==> src/rtl/cvt_unpack.sv <==
// 48-to-32-bit width converter: re-emits 48-bit stream words as big-endian 32-bit
// words, closing each frame with a zero-padded, byte-enabled partial word when needed.
module cvt_unpack #(
    parameter logic [7:0] PAD_BYTE = 8'h00,
    parameter int         CNT_W    = 16
) (
    input  logic             clk_wr,
    input  logic             rst,
    input  logic             in_valid,
    output logic             in_ready,
    input  logic [47:0]      in_data,
    input  logic             in_last,
    output logic             out_valid,
    input  logic             out_ready,
    output logic [31:0]      out_data,
    output logic [3:0]       out_keep,
    output logic             out_last,
    output logic [CNT_W-1:0] frame_cnt,
    output logic             busy
);

    logic [63:0] data_buf;
    logic [3:0]  fill;
    logic        last_pend;

    logic        partial;
    logic        out_fire;
    logic        in_fire;
    logic        last_pend_eff;
    logic [3:0]  fill_eff;

    logic [63:0] buf_next;
    logic [3:0]  fill_next;
    logic        last_pend_next;

    // Outputs are decoded from registers only; nothing from in_* reaches out_*.
    assign partial   = (fill == 4'd2);
    assign out_valid = (fill >= 4'd4) | (last_pend & partial);
    assign out_data  = partial ? {data_buf[63:48], PAD_BYTE, PAD_BYTE} : data_buf[63:32];
    assign out_keep  = partial ? 4'b1100 : 4'b1111;
    assign out_last  = last_pend & out_valid & (fill <= 4'd4);
    assign out_fire  = out_valid & out_ready;

    // Occupancy after this cycle's output, so input can be taken in the same cycle.
    assign fill_eff      = out_fire ? (partial ? 4'd0 : fill - 4'd4) : fill;
    assign last_pend_eff = last_pend & ~(out_fire & out_last);
    assign in_ready      = ~last_pend_eff & (fill_eff <= 4'd2);
    assign in_fire       = in_valid & in_ready;

    assign busy = (fill != 4'd0) | last_pend;

    always_comb begin
        // NOTE: every variable gets a full default before the conditional updates, so no latch is inferred.
        buf_next = out_fire ? {data_buf[31:0], 32'd0} : data_buf;
        if (in_fire) begin
            // fill_eff can only be 0 or 2 here; in_ready guarantees it.
            if (fill_eff == 4'd0) begin
                buf_next[63:16] = in_data;
            end else begin
                buf_next[47:0] = in_data;
            end
        end
        fill_next      = fill_eff + (in_fire ? 4'd6 : 4'd0);
        // A new frame end may be accepted in the same cycle the previous one flushes.
        last_pend_next = last_pend_eff | (in_fire & in_last);
    end

    // NOTE: state registers use non-blocking assignments so every register samples pre-edge values.
    always_ff @(posedge clk_wr or posedge rst) begin
        if (rst) begin
            // NOTE: the byte buffer is reset too, so out_data reads zero while idle after reset.
            data_buf  <= 64'd0;
            fill      <= 4'd0;
            last_pend <= 1'b0;
            frame_cnt <= '0;
        end else begin
            data_buf  <= buf_next;
            fill      <= fill_next;
            last_pend <= last_pend_next;
            if (out_fire && out_last) begin
                frame_cnt <= frame_cnt + {{(CNT_W-1){1'b0}}, 1'b1};
            end
        end
    end

endmodule

==> config.mk <==
export PLATFORM = sky130hd
export DESIGN_NAME = cvt_unpack
export DESIGN_NICKNAME = d
export VERILOG_FILES = /design/src/rtl/cvt_unpack.sv
export SDC_FILE = /design/constraint.sdc
export NUM_CORES = 1
export LEC_CHECK = 0
export BUFFER_PORTS_ARGS = -buffer_cell sky130_fd_sc_hd__buf_2
export CAP_MARGIN = 10
export CORE_MARGIN = 4
export CORE_UTILIZATION = 50
export CTS_BUF_LIST = sky130_fd_sc_hd__clkbuf_8
export CTS_CLUSTER_SIZE = 20
export DETAILED_ROUTE_END_ITERATION = 12
export HOLD_SLACK_MARGIN = 0.05
export PLACE_DENSITY = 0.86
export REMOVE_ABC_BUFFERS = 1
export SYNTH_ARGS = -nofsm -noshare
export SYNTH_HDL_FRONTEND = slang
export SYNTH_SLANG_ARGS = --single-unit
==> constraint.sdc <==
create_clock -name clk_wr -period 4 [get_ports clk_wr]
set_clock_uncertainty 0.05 [all_clocks]
set_input_delay 0.8 -clock clk_wr [delete_from_list [all_inputs] [get_ports clk_wr]]
set_output_delay 0.8 -clock clk_wr [all_outputs]
set_load 0.02 [all_outputs]
Word level (Yosys, flattened, before mapping)
Cells that the tools add are included.

word-level totals
  bits in registers = 85
  input bits = 53
  output and inout port bits = 56
  logic and storage cells = 40

cells by class
  add/sub/neg operators = 3
  order comparisons = 3
  equal/unequal tests = 1
  multiplexer cells = 10
  bitwise logic cells = 14
  reduce and logical (&&, ||, !) cells = 4

operator list
  operator                 count
  $mux W64                 2
  $mux W16                 3
  $mux W32                 1
  $add A16 B1 Y16 const B  1
  $and A1 B1 Y1            9
  $mux W4                  2
  $add A4 B3 Y4            1
  $eq A4 B2 Y1 const B     1
  $ge A4 B3 Y1 const B     1
  $le A4 B2 Y1 const B     1
  $le A4 B3 Y1 const B     1
  $logic_not A4 Y1         1
  $reduce_bool A4 Y1       1
  $sub A4 B3 Y4 const B    1
  $mux W3                  1
  $or A1 B1 Y1             3
  $mux W2                  1
  $not A1 Y1               2
  $reduce_bool A2 Y1       1
  $logic_and A1 B1 Y1      1

Logic depth before layout (Yosys ltp)
  word-level depth = 13
  depth in mapped cells = 11
  depth with buffers taken out = 10

Worst setup path before layout
Ideal clock, no wire load.

  kind = input to output
  start = input out_ready
  end = output in_ready
  arrival = 1.887 ns
  required time = 3.150 ns
  slack = 1.263 ns
  stages = 5
  path buffers = 2
  cell sequence = a21bo_2 clkbuf_1 buf_1 a21oi_1 and3_1

on the way
  cells in the longest elaborated chain, start to end = 6
  elaborated cells between the ends (all ways) = 8
  classes of those cells = order compare (1); mux (1); bitwise (6)

RTL lines
  item                                                  line  source
  from (decl)                                           14    input logic out_ready,
  $and A1 B1 Y1 (*)                                     42    assign out_fire = out_valid & out_ready;
  branches (longest 4 deep; another with $le A4 B2 Y1)  n/a
  $and A1 B1 Y1 (*)                                     47    assign in_ready = ~last_pend_eff & (fill_eff <= 4'd2);
  to (decl)                                             10    output logic in_ready,

Every way passes the cells marked *.

Worst setup path in the final report
  start = register fill[2]
  end = output in_ready

on the way
  cells in the longest elaborated chain, start to end = 10
  elaborated cells between the ends (all ways) = 17
  classes of those cells = add/sub (1); order compare (3); eq/ne (1); mux (2); bitwise (10)

RTL lines
  item                                                  line  source
  from (decl)                                           23    logic [3:0] fill;
  from (signal assigned)                                78    fill <= fill_next;
  branches (longest 9 deep; another with $ge A4 B3 Y1)  n/a
  $and A1 B1 Y1 (*)                                     47

Marked as above.

==> impl_metrics.env <==
export IMPL_outcome="finished, final reports clean"
export IMPL_drive_gt1_share_pct=30.4
export IMPL_cp_data_required_time_ps=3150
export IMPL_cp_slowest_cell="dfrtp_1"
export IMPL_core_area_um2=8850
export IMPL_area_growth_pct=15.9
export IMPL_critPathLaunchType="flip-flop"
export IMPL_place_hpwl_um=8040
export IMPL_path_buf_inv=3
export IMPL_postCtsSetupRepairBufs=0
export IMPL_fmax_mhz=303
export IMPL_ios=109
export IMPL_fin_crit_sh_pct=82.6
export IMPL_cp_max_fo=48
export IMPL_port_buffers=106
export IMPL_crit_family="buffers and inverters"
export IMPL_total_power_uw=4210
export IMPL_worstMarginPinSlew_ps=919
export IMPL_rows=34
export IMPL_hold_violations=0
export IMPL_total_leakage_power_uw=0.00288
export IMPL_place_gp_congestion=0.847
export IMPL_start_util_pct=52.0
export IMPL_fin_cells=641
export IMPL_die_h_um=104
export IMPL_drt_vias_per_instance=5.65
export IMPL_fin_nets=587
export IMPL_rsz0062_at_grt="no"
export IMPL_dr_total_vias=3624
export IMPL_finalWorstSetupSlack_ps=695
export IMPL_worstSetupPathType="reg -> out"
export IMPL_drc=0
export IMPL_antenna_cells=0
export IMPL_drv_cap=0
export IMPL_grt_usage_pct=21.9
export IMPL_cts_root_buf="clkbuf_8"
export IMPL_slew_violations=0
export IMPL_ys_ff_latch=85
export IMPL_design_die_area_um2=10800
export IMPL_postPlaceCellArea_um2=5090
export IMPL_maxSlewHeadroom_pct=38.6
export IMPL_numCtsBuffers=9
export IMPL_synthCells=446
export IMPL_post_cts_resized=0
export IMPL_grt_pass1_vias=3846
export IMPL_crit_chain="inv_1, ha_1, nand4b_1, a21bo_2, buf_4, a21oi_1, and3_1, buf_2"
export IMPL_design_area_um2=5330
export IMPL_period_needed_ps=3310
export IMPL_dr_pass1_iters=4
export IMPL_netlist_area_um2=4600
export IMPL_pre_cts_slack_ps=913
export IMPL_antenna_found_initial=0
export IMPL_die_x_um=104
export IMPL_grt_overflow=0
export IMPL_setup_viol=0
export IMPL_grt_max_degree=49
export IMPL_clockBufferDepth=2
export IMPL_utilization_pct=60.2
export IMPL_htreeDepth=3
export IMPL_clk_latency_ps=370
export IMPL_detail_route_iter0_violations=217
export IMPL_synthFlopType="dfrtp_1"
export IMPL_postRouteAntennaNets=0
export IMPL_async_reset_ff_share_pct=100
export IMPL_cts_tree="yes"
export IMPL_yosys_warnings=0
export IMPL_routed_wl_um=11600
export IMPL_arrival_ps=2460
export IMPL_wl_per_cell_um=18.1
export IMPL_grt_pass1_wl_um=19000
export IMPL_syn_avg_cell_area_um2=10.3
export IMPL_synth_cell_types=46
export IMPL_p_per_area_nw_per_um2=791
export IMPL_clk_pin_slew_ps=90
export IMPL_yosysSeqAreaShare_pct=46.3
export IMPL_max_stage_delay_ps=400
export IMPL_ir_worst_vdd_uv=355
export IMPL_synth_edf_count=0
export IMPL_critPathCaptureType="output pin"
export IMPL_hold_class="reg -> reg"
export IMPL_cts_sinks=85
export IMPL_dp_cells=625
export IMPL_ctsHoldBuffers=0
==> metal layers <==
| layer | routed length (um) | track usage (%) | share of wire, % |
|---|---|---|---|
| met1 | 4680 | 26.5 | 40 |
| met2 | 5910 | 38.9 | 51 |
| met3 | 807 | 4.66 | 7.0 |
| met4 | 174 | 6.74 | 1.5 |
| met5 | 0 | 0 | 0 |
==> cells in the mapped netlist, types with 11 or more instances <==
cell type  instances  share of area, %
mux2_2            11               2.7
inv_1             33               2.7
o2bb2ai_1         16               3.0
nand2_1           84               6.9
mux2i_1           44               9.6
buf_4             20               3.3
and2_1            17               2.3
clkbuf_1          13               1.1
a221oi_1          12               2.3
dfrtp_1           85                46
a211oi_1          12               2.0
==> kinds of logic after synthesis <==
logic type                 share of synthesized area [%]
muxes                                               15.5
other                                             0.0816
DFF                                                 46.3
buffers and inverters                               8.60
xor gates and xnor gates                            3.05
adders and majority gates                           1.80
AOI/OAI and AO/OA                                   10.6
and+or+nand+nor                                     14.0
==> cell type report <==
cell class / count / area [um^2]
inverter: 34 / 129
timing repair buffer: 115 / 598
tap: 108 / 135
fill: 727 / 3520
clock buffer: 9 / 124
sequential: 85 / 2130
multi-input combinational: 283 / 2100
clock inverter: 7 / 115
==> sequential cells by signal, indices dropped and copies added (netlist names) <==
| register | count |
|---|---|
| fill | 4 |
| data_buf | 64 |
| last_pend | 1 |
| frame_cnt | 16 |
==> worst reg2reg max path: stages (launching register included) <==
cell,delay (ps)
dfrtp_1,380
inv_1,100
ha_1,250
nand3b_1,90
buf_4,240
and4_1,310
a211oi_4,60
nand2_2,340
clkinv_1,360
ha_1,300
fa_1,380
xnor2_1,140
==> path summary, 6_finish.rpt <==
check | start | depth (start not counted) | endpoint | slack, ps
min in group asynchronous | rst | 2 | data_buf[56] | 500
worst min-delay path | frame_cnt[15] | 1 | frame_cnt[15] | 440
max in group asynchronous | rst | 3 | data_buf[31] | 2590
worst max-delay path | fill[2] | 8 | in_ready | 690
worst max register to register | fill[2] | 11 | fill[3] | 900
worst min register to register | frame_cnt[15] | 1 | frame_cnt[15] | 440
==> cells in the final DEF (no fill, tap or decap), drive strengths merged, types with 4 or more instances in the layout <==
cell,count
nand2,85
clkbuf,9
mux2i,44
o2bb2ai,16
a21oi,7
a221o,4
inv,33
a211oi,13
xnor2,10
and3,7
ha,5
clkinv,4
a221oi,12
mux2,21
and2,17
dfrtp,85
nand3,7
xor2,6
buf,115
==> power breakdown <==
group	leakage [uW]	total, uW	switching (uW)	internal [uW]
Sequential	0.00111	1380	196	1180
Combinational	0.00165	2100	1250	847
Clock	0.000121	736	323	412
Total	0.00288	4210	1770	2440
==> stage by stage <==
stage	setup TNS, ps	hold WS (ps)
floorplan	-39.3	376
global placement	0	400
detailed placement	0	424
CTS	0	441
global route	0	451
finish	0	437
Note: power is estimated with default switching activity, not from simulation.
